[src/rtl/operand_sel_pipe.sv]
// operand_sel_pipe: dual operand select with writeback forwarding and a registered valid/ready output stage
module operand_sel_pipe #(
    parameter int WIDTH = 16,
    parameter int NREG  = 8,
    parameter int SEL_W = 4
) (
    input  logic                  clk,
    input  logic                  rst,
    input  logic [NREG*WIDTH-1:0] regs_flat,
    input  logic [WIDTH-1:0]      imm_val,
    input  logic [SEL_W-1:0]      sel_a,
    input  logic [SEL_W-1:0]      sel_b,
    input  logic                  in_valid,
    output logic                  in_ready,
    input  logic                  wb_en,
    input  logic [SEL_W-1:0]      wb_addr,
    input  logic [WIDTH-1:0]      wb_data,
    output logic [WIDTH-1:0]      out_a,
    output logic [WIDTH-1:0]      out_b,
    output logic                  out_err,
    output logic                  out_valid,
    input  logic                  out_ready,
    output logic [15:0]           byp_count
);
    localparam logic [SEL_W-1:0] IMM_SEL = SEL_W'(NREG);

    // padded to the full select space so every code indexes a defined (zero) entry
    logic [WIDTH-1:0] regs [2**SEL_W];
    for (genvar g = 0; g < 2**SEL_W; g++) begin : g_regs
        if (g < NREG) begin : g_live
            assign regs[g] = regs_flat[g*WIDTH +: WIDTH];
        end else begin : g_pad
            assign regs[g] = '0;
        end
    end

    logic             ill_a, ill_b, imm_a, imm_b, fwd_a, fwd_b, acc;
    logic [SEL_W-1:0] eff_a, eff_b;
    logic [WIDTH-1:0] val_a, val_b;
    logic [16:0]      cnt_sum;

    always_comb begin
        ill_a   = sel_a > IMM_SEL;
        ill_b   = sel_b > IMM_SEL;
        imm_a   = sel_a == IMM_SEL;
        imm_b   = sel_b == IMM_SEL;
        eff_a   = ill_a ? '0 : sel_a;
        eff_b   = ill_b ? '0 : sel_b;
        fwd_a   = !imm_a && wb_en && wb_addr == eff_a;
        fwd_b   = !imm_b && wb_en && wb_addr == eff_b;
        val_a   = imm_a ? imm_val : fwd_a ? wb_data : regs[eff_a];
        val_b   = imm_b ? imm_val : fwd_b ? wb_data : regs[eff_b];
        cnt_sum = {1'b0, byp_count} + {16'd0, fwd_a} + {16'd0, fwd_b};
    end

    assign in_ready = !out_valid || out_ready;
    assign acc      = in_valid && in_ready;

    always_ff @(posedge clk or posedge rst) begin
        if (rst) begin
            out_a     <= '0;
            out_b     <= '0;
            out_err   <= 1'b0;
            out_valid <= 1'b0;
            byp_count <= '0;
        end else if (acc) begin
            out_a     <= val_a;
            out_b     <= val_b;
            out_err   <= ill_a || ill_b;
            out_valid <= 1'b1;
            byp_count <= cnt_sum[16] ? 16'hFFFF : cnt_sum[15:0];
        end else if (out_ready) begin
            out_valid <= 1'b0;
        end
    end
endmodule

[config.mk]
export PLATFORM = sky130hd
export DESIGN_NAME = operand_sel_pipe
export DESIGN_NICKNAME = d
export VERILOG_FILES = /design/src/rtl/operand_sel_pipe.sv
export SDC_FILE = /design/constraint.sdc
export NUM_CORES = 1
export LEC_CHECK = 0
export CAP_MARGIN = 20
export CORE_ASPECT_RATIO = 0.9
export CORE_MARGIN = 4
export CORE_UTILIZATION = 43
export CTS_CLUSTER_DIAMETER = 100
export DETAILED_ROUTE_END_ITERATION = 16
export GPL_TIMING_DRIVEN = 1
export PLACE_DENSITY = 0.82
export SLEW_MARGIN = 20
export SYNTH_ARGS = -nofsm -noshare
export SYNTH_HDL_FRONTEND = slang
export SYNTH_SLANG_ARGS = --single-unit
[constraint.sdc]
create_clock -name clk -period 2.95 [get_ports clk]
set_clock_uncertainty 0.1 [all_clocks]
set_input_delay 0.4425 -clock clk [delete_from_list [all_inputs] [get_ports clk]]
set_output_delay 0.4425 -clock clk [all_outputs]
set_load 0.02 [all_outputs]
Word-level counts from Yosys, hierarchy flattened
Index checks and enable logic that the tools add are counted.

Flip-flop bits (word level): 50. Input bits: 177. Word-level logic and storage cells: 43.

Add/subtract/negate cells: 2. Magnitude comparators: 4. Equality and inequality tests: 4. Multiplexer cells: 15. Bitwise logic cells: 2. Reductions and logical operators: 11.

Operators with widths (number): 2-to-1 mux 16 bit (9); binary-select mux 16 bit (select 4 bit) (2); adder 16 x 1 -> 17 bit (1); adder 17 x 1 -> 17 bit (1); greater-or-equal comparator 5 bit (second input constant) (2); inverter 4 -> 5 bit (2); equality test 4 bit (2); equality test 4 bit (second input constant) (2); greater-than comparator 4 bit (second input constant) (2); 2-to-1 mux 4 bit (2); logical AND 1 bit (5); logical NOT 1 bit (3); logical OR 1 bit (2); 2-to-1 mux 1 bit (2); nonzero test 2 bit (1).

Depth between registers and ports, before layout
Gate-level depths: netlist (run 1).

Depth in word-level cells: 8. Gate-level depth with buffers: 14.

Worst setup path before layout (run 1)
Ideal clock, no wire load.

Path type: input to register. From: input sel_a[0]. To: register byp_count[10]. Library setup time: 0.134 ns. Data arrival time: 2.924 ns. Data required time: 2.716 ns. Path slack: -0.208 ns. Cell stages on the path: 14. Path buffers: 4. Cells stage by stage: buf_2 > buf_4 > clkbuf_1 > nand2_1 > a21oi_1 > a2111oi_0 > fa_1 > ha_1 > and3_1 > and3_1 > and2_1 > nand2b_1 > clkbuf_1 > nand2_1.

Cells in the longest elaborated chain, start to end: 7.

Ends and longest elaborated chain: start, declared (RTL line 11) `input logic [SEL_W-1:0] sel_a,`; greater-than comparator 4 bit / equality test 4 bit (equally long branches) (RTL line 43, 45); 2-to-1 mux 4 bit / logical NOT 1 bit (equally long branches) (RTL line 47, 49); equality test 4 bit / logical AND 1 bit (equally long branches) (RTL line 49) `fwd_a = !imm_a && wb_en && wb_addr == eff_a;`; logical AND 1 bit * (RTL line 49); adder 16 x 1 -> 17 bit * (RTL line 53) `cnt_sum = {1'b0, byp_count} + {16'd0, fwd_a} + {16'd0, fwd_b};`; adder 17 x 1 -> 17 bit * (RTL line 53); 2-to-1 mux 16 bit * (RTL line 71) `byp_count <= cnt_sum[16] ? 16'hFFFF : cnt_sum[15:0];`; end signal, assigned (RTL line 71); end, declared (RTL line 23) `output logic [15:0] byp_count`.

Every way passes the cells marked *; elsewhere a longest branch is shown, timed or not. A chain may end at the register's enable or synchronous reset.

Worst setup path after layout (run 1)
From: input sel_b[1]. To: register byp_count[10].

Cells in the longest elaborated chain, start to end: 6.

Ends and longest elaborated chain: start, declared (RTL line 12) `input logic [SEL_W-1:0] sel_b,`; greater-than comparator 4 bit / equality test 4 bit (equally long branches) (RTL line 44, 46); 2-to-1 mux 4 bit / logical NOT 1 bit (equally long branches) (RTL line 48, 50); equality test 4 bit / logical AND 1 bit (equally long branches) (RTL line 50) `fwd_b = !imm_b && wb_en && wb_addr == eff_b;`; logical AND 1 bit * (RTL line 50); adder 17 x 1 -> 17 bit * (RTL line 53); 2-to-1 mux 16 bit * (RTL line 71).

Marked as above.

==> results.json, run 1 <==
{
  "status": "complete, no violations",
  "worstSkewPairLatency_ps": 290,
  "path_clk_slew_ps": 70,
  "fin_nets": 997,
  "syn-num-nets": 775,
  "synth_area_sq_um": 5040,
  "gp_congestion": 0.946,
  "timing.rr.start": "out_valid",
  "fin_util_pct": 68.0,
  "ys_top_cells_by_count": "mux2i_1, nand2_1, o22ai_1",
  "vias": 6006,
  "yosys-top-cells-area": "dfrtp_1, mux2i_1, o22ai_1, a221oi_2, nand2_1",
  "p_switching_w": 0.000960,
  "num_rows": 37,
  "pre_cts_slack_ps": -341,
  "cts_made_buffers": 5,
  "dr.pass1.iters": 6,
  "drc_errors": 0,
  "ir_worst_vdd_mv": 0.321,
  "grt_pass1_wl_mm": 33.4,
  "io_buffer_count": 227,
  "hold_class": "reg -> reg",
  "syn_area_per_cell_sq_um": 8.46,
  "critPathKind": "in -> reg",
  "min_from": "byp_count[15]",
  "cts_sinks": 50,
  "critPathRequiredTime_ps": 3030,
  "grt_pass1_vias": 5940,
  "fmax_mhz": 348,
  "wl_per_cell_um": 22.7,
  "p_int_w": 0.00174,
  "synth_top_area_cell": "dfrtp_1",
  "cpPeakStageDelay_ps": 410,
  "grt-ovfl-total": 0,
  "r2r_setup_slack_ps": 830,
  "synth_ff_type": "dfrtp_1",
  "synth.most_common_cell": "mux2i_1",
  "setup_violations": 0,
  "synth_edf_count": 0,
  "worst-path-max-fanout": 8,
  "synth_top_area_share_pct": 24.8,
  "maxCapViolations": 0,
  "hold_viol": 0,
  "max_slew_margin_pct": 27.7,
  "pwr-share-seq_pct": 31.8,
  "fin_ws_ps": 75.8,
  "antenna_found_initial": 1,
  "synth-seq-cells": 50,
  "crit_start": "sel_b[1]",
  "power_w": 0.00270,
  "tightest_slew_ps": 1080,
  "cp_data_arrival_time_ps": 2950,
  "p_per_area_nw_per_um2": 348,
  "num_antenna_cells": 0,
  "design_area_sq_um": 7770,
  "dp.cells": 966,
  "htreeDepth": 2,
  "die_h_um": 111,
  "cts_buffer_depth": 2,
  "stdcell_count": 975,
  "wirelength_mm": 22.2,
  "slew_viol_final": 0,
  "ant_nets": 0,
  "synth_cell_types": 56,
  "swShare_pct": 35.5,
  "areaGrowthSynthToFinish_pct": 54.1,
  "fin_crit_ps": 2870,
  "io_pins": 228,
  "clk_root_buffer_cell": "clkbuf_16",
  "async_reset_ff_share_pct": 100,
  "synth_warnings": 0,
  "drtIter0Drc": 765,
  "grt_start_max_net_pins": 67,
  "rsz0062_at_grt": "true",
  "placed_cell_area_sq_um": 7550,
  "grt_use_total_pct": 31.0,
  "core_sq_um": 11400,
  "fillers": 910,
  "critPathCaptureType": "flip-flop",
  "vias_per_cell": 6.16,
  "die_area_sq_um": 13500,
  "fin_crit_sh_pct": 97.4,
  "power_frac_clock_pct": 21.6,
  "hold_buffers": 0,
  "syn-instance-count": 596,
  "dp_hpwl_mm": 17.0,
  "combPwrFrac_pct": 46.6,
  "start_util_pct": 44.1,
  "tritoncts": "done",
  "cellLeakagePower_nw": 3.18,
  "die_w_um": 122,
  "worstPathCellList": "clkdlybuf4s50_1 -> buf_4 -> nor2_4 -> a21oi_1 -> o22ai_1 -> a211oi_2 -> fa_2 -> ha_1 -> and3_4 -> and3_4 -> and2_4 -> nand2b_1 -> buf_6 -> nand2_1",
  "start_kind": "input port",
  "layout-drive-gt1-share_pct": 11.7,
  "crit_slowest_cell": "clkdlybuf4s50_1",
  "ys_seq_area_share_pct": 24.8,
  "critPathMostFrequentCell": "and3_4"
}
power groups by stage:
stage | Combinational (W) | Clock [W] | Sequential [W]
after floorplan | 0.000480 | 0 | 0.000973
after global placement | 0.00121 | 0 | 0.000869
after detailed placement | 0.00124 | 0 | 0.000867
after CTS | 0.00124 | 0.000591 | 0.000857
after global routing | 0.00133 | 0.000626 | 0.000868
final | 0.00126 | 0.000585 | 0.000860
worst paths after layout:
check,endpoint,cells after the start
setup / recovery,byp_count[10],14
hold / removal,byp_count[15],1
setup reg to reg,out_a[12],5
hold reg to reg,byp_count[15],1
max in group asynchronous,byp_count[3],3
min in group asynchronous,out_b[15],2
layout by cell type, fill, tap and decap left out, drive strengths merged, types with 6 or more instances in the layout:
cell / count
nor2: 11
buf: 45
mux2i: 82
dfrtp: 50
nand2b: 6
a221oi: 31
nand3: 21
a21oi: 37
nand2: 72
xor2: 9
nor2b: 36
o22ai: 65
clkdlybuf4s50: 222
a32oi: 15
o2111ai: 15
a211oi: 18
inv: 24
kinds of logic (layout without fill, tap and decap cells):
kind of cell / count (synthesis) / after routing / share of synthesized area, %
buffers and inverters: 80 / 303 / 7.92
adder cells (fa/ha/maj): 2 / 2 / 0.645
AND/OR/NAND/NOR: 169 / 169 / 17.4
multiplexers: 82 / 82 / 16.3
XOR/XNOR: 13 / 13 / 2.26
flip-flops: 50 / 50 / 24.8
AO/OA/AOI/OAI: 200 / 200 / 30.7
repair_timing:
item	in CTS	in global routing
setup endpoints to repair	8	16
buffers inserted	0	1
pin swaps	0	3
gates resized for setup	2	14
layer usage:
metal  vias up  part of all wire [%]  GRT usage [%]
met5         -                 0.059              0
met2       368                    47           50.9
li1       2733                     -              -
met1      2855                    39           41.1
met3        48                    11           7.04
met4         2                   2.5           7.61
metrics by stage:
stage	setup TNS, ps	hold slack (ps)
final	0	439
after global routing	-67.9	477
after CTS	0	442
after detailed placement	-4570	430
after global placement	-2880	417
after floorplan	0	454
state kept, by name, summed over array words and instances, names as in the netlist:
signal	flops
byp_count	16
out_a	16
out_b	16
out_err	1
out_valid	1
critical path, delay by kind of cell:
kind	cells	cell delay, ps
buffers and inverters	3	710
AOI/OAI and AO/OA	3	330
adders and majority gates	2	610
and+or+nand+nor	6	840
area by class of cell:
cell class              instances  area (sq um)  share of cell area (%)
multi-input cells             466          3460                    44.5
inverters                      25          93.8                    1.21
well taps                     156           195                    2.51
repair buffers                270          2630                    33.8
clock inverters                 3          23.8                   0.306
clock buffers                   5           125                    1.61
flip-flops and latches         50          1250                    16.1
Power figures use the tool's default switching activity.
==> run 2, diff against run 1 <==
--- a/constraint.sdc
+++ b/constraint.sdc
@@ -3,3 +3,3 @@
 set_input_delay 0.4425 -clock clk [delete_from_list [all_inputs] [get_ports clk]]
 set_output_delay 0.4425 -clock clk [all_outputs]
-set_load 0.02 [all_outputs]
+set_load 0.05 [all_outputs]
==> results of run 2 <==
Same layout as run 1 (identical final DEF). Status: complete, no violations.
Main changes from that run: total power 0.00270 W -> 0.00293 W; worst IR drop on VDD 0.321 mV -> 0.399 mV
==> run 3, diff against run 2 <==
- TNS_END_PERCENT: unset -> 100
==> results of run 3 <==
Same layout as run 1 (identical final DEF). Status: complete, no violations.
Main changes from that run: total power 0.00270 W -> 0.00293 W; worst IR drop on VDD 0.321 mV -> 0.399 mV
==> variant: new RTL, config.mk and constraints of run 1 <==
Make the reset (`rst`) synchronous in one clocked block.
--- a/src/rtl/operand_sel_pipe.sv
+++ b/src/rtl/operand_sel_pipe.sv
@@ -57,5 +57,5 @@
     assign acc      = in_valid && in_ready;
 
-    always_ff @(posedge clk or posedge rst) begin
+    always_ff @(posedge clk) begin
         if (rst) begin
             out_a     <= '0;
Behaviour: differs if rst is asserted again (counterexample within 4 cycles, from zero or initial values and one cycle with rst high); with rst held inactive, the same outputs for 10 cycles.
==> variant against run 1 <==
  * First-iteration DRC count fell by 9.7%
  * Sequential cell count unchanged
  * Total power down 13%
  * Clock power shrank 0.7%
  * Setup slack gained 0.12 ns
  * Critical path depth is 2 lower
  * Final cell count decreased by 5.0%
  * Routed wire length fell by 12%
  * Sequential power shrank 14%
  * Area after synthesis decreased by 5.3%
  * Design area down 1.6%
==> variant: results (changes against run 1) <==
| Metric | Value |
|---|---|
| Layout Nets | 952 (-4.5%) |
| WL met3 | 1990 um (-16%) |
| GRT Total Usage | 29.4% (-1.5 points) |
| Area after DPL | 0.00740 sq mm (-2.0%) |
| Top routing layer in use | met4 |
| Post-Syn Instances | 539 (-9.6%) |
| Wl on met1 | 8010 um (-8.1%) |
| Share of post-route cells with drive strength above 1 | 20.3% (+8.6 points) |
| Vias | 5591 (-6.9%) |
| First-pass detailed-route iteration total | 5 (-1) |
| Mapped Nets | 718 (-7.4%) |
| Worst-margin pin slew | 0.529 ns (-0.551 ns) |
| Post-place setup slack | -0.534 ns (-0.193 ns) |
| Sequential element share of the synthesized area | 21.0% (-3.8 points) |
| Top cells by count, synth | mux2i_1 (61), dfxtp_1 (50), nor2_1 (44), a21oi_1 (43), nand2_1 (41) |
| Initial antenna violation count | 0 (-1) |
| Status | finished clean |
| Yosys cell types | 42 (-25%) |
| Fillers | 849 (-6.7%) |
| Routed met2 length | 9060 um (-14%) |
| Vias per Instance | 6.04 (-2.0%) |
| DRT Wirelength | 19500 um (-12%) |
| HPWL after DPL | 15600 um (-8.1%) |
| VDD IR max | 0.000224 V (-30%) |
| First-pass GRT wire length | 30500 um (-8.7%) |
| Placed cell count | 916 (-5.2%) |
| CP arrival | 2.81 ns (-0.14 ns) |
| Largest net degree at the start of global routing | 52 (-22%) |
| GPL Wtd Cong | 0.937 (-0.93%) |
| Dominant cells by area after synthesis | dfxtp_1 (21%), mux4_2 (15%), mux2i_1 (13%) |
| Reg clk slew, reported paths | 0.07 ns (about the same) |
| First DRT Iteration DRCs | 691 (-9.7%) |
| CP max stage delay | 0.55 ns (+0.14 ns) |
| Crit-path max FO | 6 (-2) |
-- variant: power by group --
group | switching [mW] | internal, mW | total (mW)
clock network | 0.263 | 0.318 | 0.581
logic | 0.455 | 0.576 | 1.03
registers | 0.0246 | 0.719 | 0.743
total | 0.743 | 1.61 | 2.36
-- variant: repair_timing --
item / CTS / global route
endpoints found under the setup margin: 16 / 16
pin swaps: 3 / 9
gates resized for setup: 10 / 13
hold endpoints to repair: 0 / 0
setup buffers: 1 / 1
-- variant: tightest hold or removal path: stages (launching register included) --
cell and delay, ns:
dfxtp_1 0.33, nor2_1 0.11, a311oi_1 0.05
-- variant: path summary, 6_finish.rpt --
| check | slack [ns] | end | cells past startpoint | from |
|---|---|---|---|---|
| max | 0.19 | byp_count[10] | 12 | wb_addr[2] |
| max reg2reg | 0.82 | out_b[6] | 6 | out_valid |
| min | 0.44 | out_err | 2 | out_err |
| min reg2reg | 0.44 | out_err | 2 | out_err |
-- variant: area by class of cell --
| class | count | area [sq um] | share of cell area [%] |
|---|---|---|---|
| Sequential cell | 50 | 1000 | 13.1 |
| Multi-Input combinational cell | 430 | 3580 | 46.8 |
| Timing Repair Buffer | 282 | 2710 | 35.5 |
| Clock buffer | 5 | 125 | 1.64 |
| Inverter | 4 | 15.0 | 0.196 |
| Clock inverter | 3 | 23.8 | 0.311 |
| Tap cell | 152 | 190 | 2.49 |
-- variant: routing by layer --
metal  GRT usage [%]  vias up
li1                -     2553
met1            40.8     2643
met2            47.6      360
met3            4.97       35
met4            8.11        0
met5               0        -
-- variant: metrics by stage --
| step | total power [mW] | hold slack (ns) |
|---|---|---|
| after CTS | 2.34 | 0.430 |
| final | 2.36 | 0.436 |
| after global placement | 1.75 | 0.407 |
| after detailed placement | 1.77 | 0.421 |
| after global routing | 2.45 | 0.469 |
| after floorplan | 1.25 | 0.469 |
-- variant: logic make-up after synthesis --
kind of cell	synth area share, %
compound gates	24.8
xor+xnor	2.57
fa+ha+maj	0.681
buf+inv	5.84
flops	21.0
mux	27.9
simple gates	17.2
